$ cat config.mk
export PLATFORM = sky130hd
export DESIGN_NAME = lvt_port_sched
export DESIGN_NICKNAME = d
export VERILOG_FILES = /design/src/rtl/lvt_sched_pkg.sv /design/src/rtl/lvt_port_sched_rr_pick2.sv /design/src/rtl/lvt_port_sched.sv
export SDC_FILE = /design/constraint.sdc
export NUM_CORES = 1
export LEC_CHECK = 0
export ABC_AREA = 1
export CAP_MARGIN = 20
export CORE_ASPECT_RATIO = 1.2
export CORE_MARGIN = 2
export CORE_UTILIZATION = 40
export CTS_BUF_LIST = sky130_fd_sc_hd__clkbuf_8
export CTS_CLUSTER_SIZE = 28
export DETAILED_ROUTE_END_ITERATION = 10
export MAX_ROUTING_LAYER = met4
export PLACE_DENSITY_LB_ADDON = 0.3
export SYNTH_ARGS = -nofsm -noshare
export SYNTH_HDL_FRONTEND = slang
export SYNTH_SLANG_ARGS = --single-unit
$ cat constraint.sdc
create_clock -name clk -period 4.25 [get_ports clk]
set_clock_uncertainty 0.15 [all_clocks]
set_input_delay 1.0625 -clock clk [delete_from_list [all_inputs] [get_ports clk]]
set_output_delay 1.0625 -clock clk [all_outputs]
set_load 0.005 [all_outputs]
$ cat src/rtl/lvt_sched_pkg.sv
// Shared constants and types for the LVT memory port scheduler.
// Latency: none, declarations only.
// Backpressure: n/a.
package lvt_sched_pkg;

    localparam int ADDR_W_DEF = 7;
    localparam int DATA_W_DEF = 32;

    // Width of the per-cycle write grant count (0, 1 or 2 grants).
    localparam int GCNT_W = 2;

    typedef enum logic [1:0] {
        INIT  = 2'd0,
        RUN   = 2'd1,
        DRAIN = 2'd2,
        HELD  = 2'd3
    } state_t;

endpackage

$ cat src/rtl/lvt_port_sched_rr_pick2.sv
// Round-robin two-of-N picker: first and second requesters at or after ptr, wrapping.
// Latency: purely combinational.
// Backpressure: none; the caller decides whether the picks become grants.
module rr_pick2 #(
    parameter int N  = 4,
    parameter int IW = 2
) (
    input  logic [N-1:0]  req_i,
    input  logic [IW-1:0] ptr_i,
    output logic          first_vld_o,
    output logic [IW-1:0] first_idx_o,
    output logic          second_vld_o,
    output logic [IW-1:0] second_idx_o
);

    int idx;

    // Scan N slots starting at ptr, taking the first two requesters encountered.
    always_comb begin
        first_vld_o  = 1'b0;
        first_idx_o  = '0;
        second_vld_o = 1'b0;
        second_idx_o = '0;
        idx          = 0;
        for (int i = 0; i < N; i++) begin
            idx = int'(ptr_i) + i;
            if (idx >= N) begin
                idx = idx - N;
            end
            if (req_i[idx]) begin
                if (!first_vld_o) begin
                    first_vld_o = 1'b1;
                    first_idx_o = IW'(idx);
                end else if (!second_vld_o) begin
                    second_vld_o = 1'b1;
                    second_idx_o = IW'(idx);
                end
            end
        end
    end

endmodule

$ cat src/rtl/lvt_port_sched.sv
// Schedules N write requesters onto two memory write ports and one read port, with RAW hazard and quiesce control.
// Latency: writes/reads reach the memory ports 1 cycle after handshake; read response 2 cycles after handshake.
// Backpressure: wreq_ready/rreq_ready are combinational; responses have no backpressure. Optional stats: LVT_PORT_SCHED_STATS_EN.
module lvt_port_sched
    import lvt_sched_pkg::*;
#(
    parameter int NUM_REQ = 4,
    parameter int ADDR_W  = ADDR_W_DEF,
    parameter int DATA_W  = DATA_W_DEF
) (
    input  logic                      clk,
    input  logic                      rst,
    input  logic [NUM_REQ-1:0]        wreq_valid,
    input  logic [NUM_REQ*ADDR_W-1:0] wreq_addr,
    input  logic [NUM_REQ*DATA_W-1:0] wreq_data,
    output logic [NUM_REQ-1:0]        wreq_ready,
    input  logic                      rreq_valid,
    input  logic [ADDR_W-1:0]         rreq_addr,
    output logic                      rreq_ready,
    output logic                      rrsp_valid,
    output logic [DATA_W-1:0]         rrsp_data,
    input  logic                      hold,
    output logic                      hold_ack,
    output logic                      wr0_en,
    output logic [ADDR_W-1:0]         wr0_addr,
    output logic [DATA_W-1:0]         wr0_data,
    output logic                      wr1_en,
    output logic [ADDR_W-1:0]         wr1_addr,
    output logic [DATA_W-1:0]         wr1_data,
    output logic                      rd0_en,
    output logic [ADDR_W-1:0]         rd0_addr,
    input  logic [DATA_W-1:0]         rd0_data
`ifdef LVT_PORT_SCHED_STATS_EN
    ,
    output logic [31:0]               stat_wr_grants,
    output logic [15:0]               stat_addr_conflicts,
    output logic [15:0]               stat_raw_stalls
`endif
);

    localparam int IW = (NUM_REQ > 1) ? $clog2(NUM_REQ) : 1;

    state_t              state_q, state_d;
    logic [IW-1:0]       ptr_q, ptr_d;

    logic                wr0_en_q, wr1_en_q, rd0_en_q, rsp_vld_q;
    logic [ADDR_W-1:0]   wr0_addr_q, wr1_addr_q, rd0_addr_q;
    logic [DATA_W-1:0]   wr0_data_q, wr1_data_q;

    logic                f_vld, s_vld;
    logic [IW-1:0]       f_idx, s_idx;
    logic [ADDR_W-1:0]   f_addr, s_addr;
    logic [DATA_W-1:0]   f_data, s_data;
    logic                grant_en, conflict, g0, g1;
    logic                reg_hit, grant_hit, raw_hit, rd_fire;

    function automatic logic [IW-1:0] rr_next(input logic [IW-1:0] idx);
        if (int'(idx) == NUM_REQ - 1) begin
            return '0;
        end
        return idx + 1'b1;
    endfunction

    rr_pick2 #(.N(NUM_REQ), .IW(IW)) u_pick (
        .req_i        (wreq_valid),
        .ptr_i        (ptr_q),
        .first_vld_o  (f_vld),
        .first_idx_o  (f_idx),
        .second_vld_o (s_vld),
        .second_idx_o (s_idx)
    );

    assign f_addr = wreq_addr[int'(f_idx)*ADDR_W +: ADDR_W];
    assign s_addr = wreq_addr[int'(s_idx)*ADDR_W +: ADDR_W];
    assign f_data = wreq_data[int'(f_idx)*DATA_W +: DATA_W];
    assign s_data = wreq_data[int'(s_idx)*DATA_W +: DATA_W];

    // hold seen in RUN already blocks grants, so a hold raised during INIT issues nothing.
    assign grant_en = (state_q == RUN) && !hold;
    assign conflict = f_vld && s_vld && (f_addr == s_addr);
    assign g0       = grant_en && f_vld;
    assign g1       = grant_en && s_vld && !conflict;

    // Read must not race a write being committed now or granted now to the same address.
    assign reg_hit   = (wr0_en_q && (wr0_addr_q == rreq_addr)) ||
                       (wr1_en_q && (wr1_addr_q == rreq_addr));
    assign grant_hit = (g0 && (f_addr == rreq_addr)) || (g1 && (s_addr == rreq_addr));
    assign raw_hit   = reg_hit || grant_hit;
    assign rreq_ready = grant_en && !raw_hit;
    assign rd_fire    = rreq_valid && rreq_ready;

    // Per-requester grant vector from the two picks.
    always_comb begin
        wreq_ready = '0;
        if (g0) begin
            wreq_ready[f_idx] = 1'b1;
        end
        if (g1) begin
            wreq_ready[s_idx] = 1'b1;
        end
    end

    // Pointer moves one past the last grant; a deferred same-address write becomes next head.
    always_comb begin
        ptr_d = ptr_q;
        if (g1) begin
            ptr_d = rr_next(s_idx);
        end else if (g0) begin
            ptr_d = conflict ? s_idx : rr_next(f_idx);
        end
    end

    // Quiesce FSM next state.
    always_comb begin
        state_d = state_q;
        case (state_q)
            INIT:    state_d = RUN;
            RUN:     if (hold) state_d = DRAIN;
            DRAIN:   if (!rd0_en_q && !rsp_vld_q) state_d = HELD;
            HELD:    if (!hold) state_d = RUN;
            default: state_d = INIT;
        endcase
    end

    // State and round-robin pointer registers.
    always_ff @(posedge clk or posedge rst) begin
        if (rst) begin
            state_q <= INIT;
            ptr_q   <= '0;
        end else begin
            state_q <= state_d;
            ptr_q   <= ptr_d;
        end
    end

    // Memory-side pipeline: grants and accepted reads registered once; response tracks rd0_en by one cycle.
    always_ff @(posedge clk or posedge rst) begin
        if (rst) begin
            wr0_en_q   <= 1'b0;
            wr1_en_q   <= 1'b0;
            rd0_en_q   <= 1'b0;
            rsp_vld_q  <= 1'b0;
            wr0_addr_q <= '0;
            wr1_addr_q <= '0;
            rd0_addr_q <= '0;
            wr0_data_q <= '0;
            wr1_data_q <= '0;
        end else begin
            wr0_en_q  <= g0;
            wr1_en_q  <= g1;
            rd0_en_q  <= rd_fire;
            rsp_vld_q <= rd0_en_q;
            if (g0) begin
                wr0_addr_q <= f_addr;
                wr0_data_q <= f_data;
            end
            if (g1) begin
                wr1_addr_q <= s_addr;
                wr1_data_q <= s_data;
            end
            if (rd_fire) begin
                rd0_addr_q <= rreq_addr;
            end
        end
    end

    assign wr0_en     = wr0_en_q;
    assign wr0_addr   = wr0_addr_q;
    assign wr0_data   = wr0_data_q;
    assign wr1_en     = wr1_en_q;
    assign wr1_addr   = wr1_addr_q;
    assign wr1_data   = wr1_data_q;
    assign rd0_en     = rd0_en_q;
    assign rd0_addr   = rd0_addr_q;
    assign rrsp_valid = rsp_vld_q;
    assign rrsp_data  = rsp_vld_q ? rd0_data : '0;
    assign hold_ack   = (state_q == HELD);

`ifdef LVT_PORT_SCHED_STATS_EN
    logic [31:0]       wr_grants_q;
    logic [15:0]       conflicts_q, raw_stalls_q;
    logic [GCNT_W-1:0] gcnt;
    logic [32:0]       wr_grants_sum;

    assign gcnt          = GCNT_W'(g0) + GCNT_W'(g1);
    assign wr_grants_sum = {1'b0, wr_grants_q} + 33'(gcnt);

    // Saturating event counters.
    always_ff @(posedge clk or posedge rst) begin
        if (rst) begin
            wr_grants_q  <= '0;
            conflicts_q  <= '0;
            raw_stalls_q <= '0;
        end else begin
            wr_grants_q <= wr_grants_sum[32] ? 32'hFFFF_FFFF : wr_grants_sum[31:0];
            if (grant_en && conflict && (conflicts_q != 16'hFFFF)) begin
                conflicts_q <= conflicts_q + 16'd1;
            end
            if (rreq_valid && grant_en && raw_hit && (raw_stalls_q != 16'hFFFF)) begin
                raw_stalls_q <= raw_stalls_q + 16'd1;
            end
        end
    end

    assign stat_wr_grants      = wr_grants_q;
    assign stat_addr_conflicts = conflicts_q;
    assign stat_raw_stalls     = raw_stalls_q;
`endif

endmodule

Yosys cells after proc, flatten, opt, wreduce, memory -nomap -nowiden. Index checks and enable logic that the tools add are counted.

Eq/ne operators: 13. Bitwise logic cells: 1. Shifts and indexed selects: 4. $lt $le $gt $ge: 12. Divide/modulo/power cells: 0. Add/subtract/negate cells: 9. Multipliers: 2. Reduce and logical (&&, ||, !) cells: 26. Muxes and demuxes: 64.

Operators by type and width (number): $shiftx 128x8->32 (2); $mux 32 (5); $lt 32x4->1 const B (4); $ge 32x4->1 const B (3); $sub 32x4->32 const B (3); $shiftx 28x6->7 (2); $mux 2 (25); $eq 7x7->1 (5); $mux 1 (25); $logic_and 1x1->1 (15); $mul 2x3->5 const B (2); $bmux 1 s2 (4); $mux 4 (2); $pmux 2 s4 (1); $add 2x2->3 const B (2); $eq 2x1->1 const B (3); $lt 2x3->1 const B (2); $ne 2x2->1 const B (3); $logic_not 1->1 (5); $add 2x1->2 const B (2); $demux 1 s2 (2); $eq 2x2->1 const B (2); $ge 2x1->1 const B (2); $or 4x4->4 (1); 7 further kinds (9).

Flip-flop bits (word level): 93. Bits in read-only memories: 0. Bits in latches: 0. Logic and storage cells: 142. Output and inout port bits: 127. Memories kept: 0. Input port bits: 203. RAM bits: 0.

Longest topological paths before layout. Gate-level depths: netlist of run 1.

Depth in word-level cells: 26. Mapped depth: 31. Gate-level depth less buffers: 28.

By module. Synthesis of run 1 repeated with hierarchy kept, for this count alone.

Cells, all modules: 1227. Area, all modules: 7452.1 um^2.

By module, submodules not included: lvt_port_sched (cells an instance 1142, sequential area each 2327.2 um^2, times used 1, area an instance 7023.0 um^2); rr_pick2 (cells an instance 85, sequential area each 0.0 um^2, times used 1, area an instance 429.2 um^2).

Worst setup path before layout of run 1. Ideal clock, no wire load.

Kind: in2out. Start: in wreq_valid[2]. End: out wreq_ready[0]. Buffers on the path: 3. Slack: -0.261 ns. Arrival: 3.299 ns. Data required time: 3.038 ns. Stages: 27. Path through: inv_1 -> nand2_1 -> nand3_2 -> nand2_2 -> ha_1 -> inv_1 -> nand2_1 -> nand2_1 -> nand2_1 -> nand2_1 -> nand2_4 -> nand2_4 -> buf_4 -> nand2_1 -> nand3_1 -> nand2_1 -> inv_2 -> nand3_1 -> nand3_1 -> nor2_1 -> nand2_2 -> nand2_2 -> inv_2 -> buf_6 -> buf_6 -> nand2_1 -> nand2_1.

Word-level cells in the longest chain between the ends: 19. Elaborated cells between the ends (all ways): 61. Those cells by class: 2 x mul; 4 x order compare; 1 x eq/ne; 2 x shift; 43 x mux; 1 x bitwise; 8 x reduce/logical.

Ends and longest elaborated chain: from (decl) (RTL line lvt_port_sched.sv:13) `input logic [NUM_REQ-1:0] wreq_valid,`; $bmux 1 s2 (RTL line lvt_port_sched_rr_pick2.sv:30) `if (req_i[idx]) begin`; $mux 1 (implied by the code) (2 in a row) (RTL line lvt_port_sched_rr_pick2.sv:30); $mux 1 (RTL line lvt_port_sched_rr_pick2.sv:30); $mux 2 or $mux 1 (tied branches) (RTL line lvt_port_sched_rr_pick2.sv:31) `if (!first_vld_o) begin`; $mux 2 or $mux 1 (tied branches) (RTL line lvt_port_sched_rr_pick2.sv:30); $mux 2 (RTL line lvt_port_sched_rr_pick2.sv:34) `end else if (!second_vld_o) begin`; $mux 2 (RTL line lvt_port_sched_rr_pick2.sv:31); $mux 2 (RTL line lvt_port_sched_rr_pick2.sv:30); (+2 left out); $mux 2 (RTL line lvt_port_sched_rr_pick2.sv:30); $mul 2x3->5 (RTL line lvt_port_sched.sv:74) `assign s_addr = wreq_addr[int'(s_idx)*ADDR_W +: ADDR_W];`; $shiftx 28x6->7 (RTL line lvt_port_sched.sv:74); $eq 7x7->1 (RTL line lvt_port_sched.sv:80) `assign conflict = f_vld && s_vld && (f_addr == s_addr);`; $logic_and 1x1->1 (RTL line lvt_port_sched.sv:80); $logic_not 1->1 (RTL line lvt_port_sched.sv:82) `assign g1 = grant_en && s_vld && !conflict;`; $logic_and 1x1->1 (RTL line lvt_port_sched.sv:82); $mux 4 (*) (RTL line lvt_port_sched.sv:98) `if (g1) begin`; to (decl) (RTL line lvt_port_sched.sv:16) `output logic [NUM_REQ-1:0] wreq_ready,`.

Mark *: on every way between the ends. The rest lies on a longest branch, timed or not. The select of a mux whose other input is x is not followed.

Final worst setup path of run 1.
Start: in wreq_valid[2]. End: out wreq_ready[1].

The elaborated chain is that of the path after synthesis.

==> results of run 1 <==
==> routing by layer <==
| metal | vias up | part of all wire (%) |
|---|---|---|
| li1 | 4725 | - |
| met1 | 4477 | 40 |
| met2 | 500 | 47 |
| met3 | 84 | 9.8 |
| met4 | 0 | 3.0 |
| met5 | - | 0 |
==> final timing paths <==
| check | start | cells past startpoint | to | slack [ns] |
|---|---|---|---|---|
| max | wreq_valid[2] | 28 | wreq_ready[1] | -0.43 |
| max in group asynchronous | rst | 4 | wr1_data[7] | 2.30 |
| max reg2reg | ptr_q[1] | 28 | ptr_q[1] | 0.48 |
| min | rd0_en | 0 | rrsp_valid | 0.30 |
| min in group asynchronous | rst | 2 | wr1_data[25] | 0.80 |
| min reg2reg | rd0_en | 0 | rrsp_valid | 0.30 |
==> Yosys cell counts <==
master | n | area share (%)
nand3b_1 | 5 | 0.50
a221oi_1 | 1 | 0.12
xnor2_1 | 2 | 0.23
nand4_2 | 1 | 0.17
buf_2 | 7 | 0.47
buf_4 | 9 | 0.90
o21bai_2 | 1 | 0.15
nand3_2 | 6 | 0.80
a31oi_1 | 32 | 2.7
nand4_1 | 8 | 0.67
inv_1 | 91 | 4.6
nor2_2 | 2 | 0.17
a211oi_1 | 1 | 0.10
ha_1 | 13 | 2.2
nor2_4 | 3 | 0.45
nand2_1 | 329 | 16
clkbuf_1 | 54 | 2.7
nor2_1 | 238 | 12
nand2_2 | 14 | 1.2
buf_6 | 7 | 1.1
o211ai_1 | 1 | 0.10
inv_2 | 11 | 0.55
o22ai_1 | 35 | 2.9
xor2_1 | 3 | 0.35
dfrtp_1 | 93 | 31
o21ai_0 | 151 | 10
a21oi_1 | 3 | 0.20
o21ai_1 | 6 | 0.40
nor4_1 | 1 | 0.084
nand2_4 | 4 | 0.60
nand3_1 | 90 | 6.0
nor3_1 | 1 | 0.067
==> stage by stage <==
step | cells | hold slack [ns] | util, % | instance area, um^2
3_3_place_gp | 1801 | 0.255 | 63.7 | 11600
3_5_place_dp | 1801 | 0.269 | 63.7 | 11600
5_1_grt | 1834 | 0.315 | 68.1 | 12400
4_1_cts | 1823 | 0.300 | 65.9 | 12000
6_report | 1834 | 0.296 | 68.1 | 12400
2_1_floorplan | 1223 | 0.241 | - | 7590
==> kinds of logic after synthesis <==
| family | synth area share, % |
|---|---|
| compound gates | 16.8 |
| xor+xnor | 0.585 |
| fa+ha+maj | 2.17 |
| buf+inv | 10.2 |
| flops | 31.1 |
| simple gates | 39.1 |
==> timing repair <==
item	4_1_cts	5_1_grt
gates resized for setup	87	69
cloned	2	1
buffers inserted	8	10
endpoints found under the setup margin	5	5
pin swaps	47	32
==> state kept, by name, indices dropped and copies added (netlist names), 2 cells and up <==
signal    count
wr1_addr      7
rd0_addr      7
state_q       2
wr1_data     32
wr0_addr      7
ptr_q         2
wr0_data     32
==> critical path, cell delays in order <==
cell and delay, ns:
buf_12 0.11, inv_12 0.05, nand2_8 0.04, nand3_4 0.11
nand2_8 0.09, ha_4 0.16, nand3b_1 0.15, nand2_1 0.09
nand2_2 0.06, nand2_4 0.08, nand2_8 0.11, buf_12 0.16
nand3_2 0.05, nand3_2 0.08, nand2_2 0.10, inv_2 0.05
nand2_2 0.06, nand2_2 0.06, inv_2 0.04, nand2_2 0.05
nor2_4 0.13, nand2_4 0.07, nand2_4 0.09, inv_6 0.05
buf_6 0.12, nand2_4 0.04, nand2_2 0.05, buf_2 0.12
==> layout by cell type (no fill, tap or decap), types with 8 or more instances in the layout <==
cell / count
clkdlybuf4s50_1: 320
nand2_1: 299
nor2_1: 233
o21ai_0: 147
buf_4: 104
dfrtp_1: 93
inv_1: 80
nand3_1: 54
nand3_2: 38
o22ai_1: 35
a31oi_1: 32
nand2_2: 27
nand2_4: 17
inv_2: 16
ha_1: 11
clkbuf_8: 10
buf_6: 9
nand4_1: 8
o21ai_1: 8
==> area by class of cell <==
type	count	area (um^2)	area share [%]
multi-input combinational	953	4910	39.5
inverter	102	418	3.37
tap	224	280	2.26
sequential	93	2330	18.7
clock inverter	4	33.8	0.272
clock buffer	10	138	1.11
timing repair buffer	448	4310	34.7
==> results.md, run 1 <==
* Clock period minus worst slack at 4.68 ns
* Die width at 129 um
* I/O pin count at 330
* RSZ-0062 raised after global routing: true
* Global placer's final weighted congestion at 1.01
* CTS tree: yes
* Pin count of the biggest net entering global routing at 83
* Final hold viol count at 0
* Met2 Use GR at 51.4%
* Setup crit end kind: output port
* Initial antenna violation count at 0
* Met1 Usage GRT at 39.7%
* CTS Buffer Depth at 2
* F_max at 214 MHz
* Final antenna-violating net count at 0
* Vias in the first global route at 9316
* Critical Path RT at 3.04 ns
* Final Cycle Share at 110%
* Max_slew headroom at 34.6%
* Site Rows at 54
* Final setup fails at 5
* Hold/Removal Path Class: register to register
* Final-report max-slew violation count at 0
* Post-CTS Hold Fix Bufs at 0
* ANT cells at 0
* PortBufs at 329
* GR Overflow Total at 0
* Post-synth net total at 1439
* Final TNS setup at -1.81 ns
* Arrival @ worst endpoint at 3.47 ns
* Worst-path clk slew at 0.09 ns
* Critical path type: input pin to output port
* Num CTS Buffers at 9
* Final worst slack at -0.432 ns
* Core area at 0.0182 mm^2
* Pre-antenna DRT Iters at 8
* Clock sinks at 93
* DP HPWL at 22900 um
* WL per Instance at 17.2 um
* H-tree depth at 3
* Vias post-DR at 9786
* Vias/cell at 5.34
* DRC violations left at 0
* Library cells used by synthesis at 32
* Mean Syn Cell Area at 6.12 um^2
* Gr busiest metal: met2
* Worst slew pin tran at 0.981 ns
* GRT met3 Usage at 7.38%
* Share of layout cells above drive strength 1 at 17.0%
* Worst-path fanout max at 8
* Run status: complete, but fails checks
* Crit start category: input pin
* Root Buffer: clkbuf_8
* Yosys reg bits at 93
* WL final at 31600 um
* Initial DRC count at 770
* Max-Cap Viols at 0
* Synth-to-Final Area Change at 65.9%
* Sequential area share after synthesis at 31.1%
* Fill count at 1623
* Nets at 1823
* Global-route wire length before repair at 48700 um
* Synthesized area at 0.00748 mm^2
* Initial Utilization at 41.0%
* Mapped Cells at 1223
* Worst slack at placement at -1.28 ns
* Clock latency on the worst-skew pair at 0.38 ns
* Total die area at 0.0198 mm^2
* Die Height at 154 um
* Global Route Usage Sum at 31.9%
* Yosys Warn Count at 0
* Failing checks: negative setup slack
Power of run 1 is left out: the tool's default activity adds up to more than one toggle a clock period on the data nets, which glitch-free logic cannot reach.
==> run 2: changes to the inputs <==
--- a/config.mk
+++ b/config.mk
@@ -5,7 +5,6 @@
 export SDC_FILE = /design/constraint.sdc
 export NUM_CORES = 1
 export LEC_CHECK = 0
-export ABC_AREA = 1
 export CAP_MARGIN = 20
 export CORE_ASPECT_RATIO = 1.2
 export CORE_MARGIN = 2
@@ -13,6 +12,7 @@
 export CTS_BUF_LIST = sky130_fd_sc_hd__clkbuf_8
 export CTS_CLUSTER_SIZE = 28
 export DETAILED_ROUTE_END_ITERATION = 10
+export GPL_TIMING_DRIVEN = 0
 export MAX_ROUTING_LAYER = met4
 export PLACE_DENSITY_LB_ADDON = 0.3
 export SYNTH_ARGS = -nofsm -noshare
==> results.md, run 2 <==
* CTS tree: yes
* Sequential area share after synthesis at 30.5%
* Failing checks: negative setup slack
* Worst slack at placement at -2.35 ns
* Max_slew headroom at 40.4%
* Clock period minus worst slack at 5.49 ns
* Die Height at 155 um
* Clock sinks at 93
* EDFF count, synth at 0
* Mean Syn Cell Area at 8.34 um^2
* Pre-antenna DRT Iters at 5
* Core area at 0.0188 mm^2
* Yosys Warn Count at 0
* Post-synth net total at 1131
* Adder-cell area share of the yosys netlist at 2.13%
* Worst-path clk slew at 0.11 ns
* Mapped Cells at 915
* Vias/cell at 5.41
* DP HPWL at 23000 um
* Worst-path fanout max at 6
* PortBufs at 321
* Post-synthesis xor/xnor area fraction at 3.56%
* Synthesized area at 0.00763 mm^2
* Arrival @ worst endpoint at 4.28 ns
* Largest cells by area after synthesis: dfrtp_1, nand2_1, mux2i_1
* Share of layout cells above drive strength 1 at 13.0%
* Ys async rst share at 100%
* Initial DRC count at 599
* Final setup fails at 50
* Total die area at 0.0202 mm^2
* RSZ-0062 raised after global routing: true
* Num CTS Buffers at 9
* Root Buffer: clkbuf_8
* Post-layout util at 63.7%
* Setup crit end kind: output port
* Max-Cap Viols at 0
* Leakage at 0.00516 uW
* Final hold viol count at 0
* Post-Synth Simple-Gate Area at 26.6%
* Final-report max-slew violation count at 0
* Die width at 130 um
* GR Overflow Total at 0
* Pin count of the biggest net entering global routing at 60
* Top cell type's share of synthesized area at 30.5%
* Initial Utilization at 40.6%
* Library cells used by synthesis at 60
* Main combinational cell family by area after synthesis: simple AND/OR/NAND/NOR gates
* Hold/Removal Path Class: register to register
* Top cells by count, synth: nand2_1, nand3_1, dfrtp_1, mux2i_1, and2_1
* DRC violations left at 0
* Multiplexer area fraction after synthesis at 20.1%
* Vias in the first global route at 8427
* I/O pin count at 330
* Commonest non-fill, non-tap cells in the layout: clkdlybuf4s50_1, nand2_1, nand3_1, dfrtp_1, mux2i_1
* Worst vdd ir at 0.000364 V
* Most common cell after layout, fill and taps aside: clkdlybuf4s50_1
* H-tree depth at 3
* Site Rows at 55
* Compound-Gate Fraction of Synth Area at 11.0%
* Final antenna-violating net count at 0
* Initial antenna violation count at 6
* WL per Instance at 20.2 um
* Critical Path RT at 3.04 ns
* Global-route wire length before repair at 46700 um
* Prevailing post-synth register cell: dfrtp_1
* Yosys reg bits at 93
* CTS Buffer Depth at 2
* Final Cycle Share at 129%
* Area leader, netlist: dfrtp_1
* Worst slew pin tran at 0.893 ns
* Critical path type: input pin to output port
* Nets at 1487
* Pwr dens at 698 mW/mm^2
* Global Route Usage Sum at 31.3%
* Clock latency on the worst-skew pair at 0.40 ns
* Worst R2R Setup Slack at -0.13 ns
* Final worst slack at -1.24 ns
* WL final at 31100 um
* Crit start category: input pin
* F_max at 182 MHz
* Top-count cell post-synth: nand2_1
* Global placer's final weighted congestion at 0.939
* Vias post-DR at 8315
* Post-CTS Hold Fix Bufs at 0
* Run status: complete, but fails checks
* Synth-to-Final Area Change at 57.0%
run 2: changes by cell type in the layout (fill, tap and decap cells not counted), sizes merged, moves of 69 or more:
cell / before / now
mux2i: 0 / 76
nor2: 243 / 10
buf: 127 / 58
nand2: 349 / 222
o21ai: 157 / 12
inv: 102 / 21
run 2: through the flow:
step / hold slack [ns] / power (uW) / setup TNS (ns) / instances / cell area, um^2
global placement: 0.232 / 7080 / -174.50 / 1492 / 11200
floorplan: 0.241 / 4940 / -11.26 / 915 / 7710
CTS: 0.263 / 8090 / -16.91 / 1525 / 11800
detailed placement: 0.237 / 7180 / -62.73 / 1494 / 11300
global route: 0.294 / 8890 / -18.82 / 1538 / 12000
finish: 0.260 / 8360 / -14.46 / 1538 / 12000
run 2: cell families after synthesis:
kind of cell,count (synthesis)
AO/OA/AOI/OAI,121
AND/OR/NAND/NOR,432
multiplexers,129
buffers and inverters,96
flip-flops,93
adder cells (fa/ha/maj),13
XOR/XNOR,31
run 2: path summary, 6_finish.rpt:
| kind | cells past startpoint | to | start |
|---|---|---|---|
| max reg2reg | 15 | wr1_addr[6] | ptr_q[0] |
| max | 17 | wreq_ready[1] | wreq_valid[3] |
| max in group asynchronous | 3 | wr0_data[24] | rst |
| min reg2reg | 0 | rrsp_valid | rd0_en |
| min in group asynchronous | 2 | wr1_data[4] | rst |
| min | 0 | rrsp_valid | rd0_en |
run 2: worst max-delay path, stage by stage:
cell and delay, ns:
buf_8 0.10, mux4_2 0.52, ha_4 0.30, mux2i_2 0.07, a211oi_2 0.20, a21o_2 0.24
clkinv_4 0.11, buf_12 0.15, buf_6 0.11, a21oi_2 0.13, o211ai_1 0.11, a211oi_2 0.28
o2111ai_4 0.17, and2_4 0.20, buf_12 0.14, a22o_1 0.23, buf_2 0.15
run 2: where the power goes:
part	total (uW)	internal [uW]	switching [uW]
sequential	1630	1320	316
clock	679	286	393
combinational	6040	2990	3050
total	8360	4600	3760
run 2: cell type report:
type                            count  area, um^2
Clock buffer                        9         124
Fill cell                        1645        6810
Buffer                             77         457
Tap cell                          256         320
Sequential cell                    93        2330
Clock inverter                      7        86.3
Antenna cell                        6        15.0
Multi-Input combinational cell    726        5030
Timing Repair Buffer              346        3540
Inverter                           18        75.1
run 2: repair_timing:
| item | 4_1_cts | 5_1_grt |
|---|---|---|
| setup endpoints to repair | 55 | 52 |
| cloned | 3 | 0 |
| pin swaps | 14 | 11 |
| gates resized for setup | 56 | 34 |
| buffers inserted | 13 | 7 |
run 2: routing by layer:
layer | vias to the layer above | global-route usage [%] | part of all wire, %
li1 | 3886 | - | -
met1 | 3898 | 34.2 | 37
met2 | 454 | 52.4 | 50
met3 | 77 | 8.08 | 8.8
met4 | 0 | 15.5 | 4.4
met5 | - | - | 0
Note: power is estimated with default switching activity, not from simulation.
==> run 3: changes to the inputs <==
--- a/config.mk
+++ b/config.mk
@@ -5,7 +5,6 @@
 export SDC_FILE = /design/constraint.sdc
 export NUM_CORES = 1
 export LEC_CHECK = 0
-export CAP_MARGIN = 20
 export CORE_ASPECT_RATIO = 1.2
 export CORE_MARGIN = 2
 export CORE_UTILIZATION = 40
@@ -18,3 +17,4 @@
 export SYNTH_ARGS = -nofsm -noshare
 export SYNTH_HDL_FRONTEND = slang
 export SYNTH_SLANG_ARGS = --single-unit
+export TNS_END_PERCENT = 30
==> results.md, run 3 (synthesized netlist as in run 2, its figures left out) <==
* WL per Instance at 20.1 um
* Clock period minus worst slack at 5.52 ns
* Pin count of the biggest net entering global routing at 67
* Nets at 1486
* Worst-path clk slew at 0.11 ns
* Clock power frac at 8.1%
* Total die area at 0.0202 mm^2
* Failing checks: negative setup slack
* H-tree depth at 3
* Pwr dens at 703 mW/mm^2
* F_max at 181 MHz
* Commonest non-fill, non-tap cells in the layout: clkdlybuf4s50_1, nand2_1, nand3_1, dfrtp_1, and2_1
* WL final at 30800 um
* I/O pin count at 330
* Die Height at 155 um
* Global Route Usage Sum at 30.3%
* Critical Path RT at 3.04 ns
* Site Rows at 55
* Non-Filler Instances at 1532
* Global placer's final weighted congestion at 0.920
* Crit path largest cell delay at 0.53 ns
* Combinational share of power at 72.6%
* Initial antenna violation count at 1
* Final antenna-violating net count at 0
* PortBufs at 321
* CTS tree: yes
* Vias/cell at 5.51
* Clock sinks at 93
* Global-route wire length before repair at 46200 um
* Synth-to-Final Area Change at 56.5%
* Initial DRC count at 746
* Arrival @ worst endpoint at 4.31 ns
* Worst slew pin tran at 0.991 ns
* Crit-path slowest cell: mux4_2
* Post-CTS Hold Fix Bufs at 0
* Hold WS at 0.262 ns
* Hold/Removal Path Class: register to register
* Crit start category: input pin
* Worst vdd ir at 0.000334 V
* Final setup fails at 51
* DRC violations left at 0
* Die width at 130 um
* Design area at 0.0119 mm^2
* RSZ-0062 raised after global routing: true
* Switching share of power at 45.2%
* CP delay by family, top: multiplexers
* DP HPWL at 22800 um
* CTS Buffer Depth at 2
* Final worst slack at -1.27 ns
* Initial Utilization at 40.6%
* Worst-path fanout max at 6
* Clock latency on the worst-skew pair at 0.39 ns
* Core area at 0.0188 mm^2
* Max-Cap Viols at 0
* Worst R2R Setup Slack at -0.10 ns
* Leakage at 0.00513 uW
* Worst slack at placement at -2.28 ns
* Setup crit end kind: output port
* Sequential share of power at 19.4%
* Vias post-DR at 8436
* Final-report max-slew violation count at 0
* Vias in the first global route at 8459
* GR Overflow Total at 0
* Run status: complete, but fails checks
* DP Cell Count at 1493
* Cell-internal power at 4600 uW
* Final Cycle Share at 130%
* Final hold viol count at 0
* Most common cell after layout, fill and taps aside: clkdlybuf4s50_1
* Num CTS Buffers at 9
* Root Buffer: clkbuf_8
* Switch Pwr at 3790 uW
* Max_slew headroom at 33.5%
* Fill count at 1623
* Crit-path cells: buf_6 -> mux4_2 -> ha_4 -> mux2i_2 -> a31oi_1 -> a21o_2 -> inv_4 -> buf_4 -> mux2_2 -> nand2_1 -> and4_2 -> o2111ai_4 -> and2_4 -> buf_12 -> a22o_1 -> buf_2
* Buf/Inv on CP at 5
* Share of layout cells above drive strength 1 at 13.3%
* Critical path type: input pin to output port
* Post-Place Cell Area at 0.0113 mm^2
* Pre-antenna DRT Iters at 6
-- run 3: cell count changes in the layout (fill, tap and decap cells not counted), moves of 3 or more --
cell       delta
mux2i_2       +3
bufbuf_16     -3
diode_2       -5
mux2_4        -7
mux2i_1       -3
mux2_2        +7
-- run 3: what timing repair did --
item / in CTS / in global routing
pin swaps: 10 / 10
setup endpoints to repair: 55 / 52
cloned: 1 / 2
buffers inserted: 20 / 7
gates resized for setup: 64 / 37
-- run 3: power groups by stage --
stage	registers (uW)	logic (uW)	clock network, uW
after CTS	1620	5780	682
after detailed placement	1630	5510	0
after global routing	1680	6520	725
after floorplan	1620	3300	0
after global placement	1620	5420	0
final	1630	6090	678
-- run 3: worst paths after layout --
path,endpoint,cells after the start,from
worst max-delay path,wreq_ready[1],16,wreq_valid[3]
worst min register to register,rrsp_valid,0,rd0_en
worst min-delay path,rrsp_valid,0,rd0_en
max in group asynchronous,wr0_data[31],3,rst
min in group asynchronous,rd0_addr[6],2,rst
worst max register to register,rd0_addr[5],16,ptr_q[0]
-- run 3: per-stage QoR --
stage	TNS [ns]	power (uW)	utilization (%)
after floorplan	-10.45	4920	-
final	-15.62	8390	63.6
after detailed placement	-57.37	7140	59.9
after global placement	-168.75	7040	59.7
after CTS	-33.79	8080	62.6
after global routing	-20.63	8930	63.6
-- run 3: per-layer routing --
metal  wire length [um]  GRT usage [%]
met1              11800           35.9
met2              15400           51.4
met3               2450           4.92
met4               1180           11.7
met5                  0              -
-- run 3: final cells by class --
type,instances,area (um^2),area share [%]
inverter,18,72.6,0.608
clock inverter,6,77.6,0.650
sequential,93,2330,19.5
antenna,1,2.50,0.0210
buffer,77,457,3.82
clock buffer,10,138,1.15
tap,256,320,2.68
timing repair buffer,345,3500,29.3
multi-input combinational,726,5040,42.3
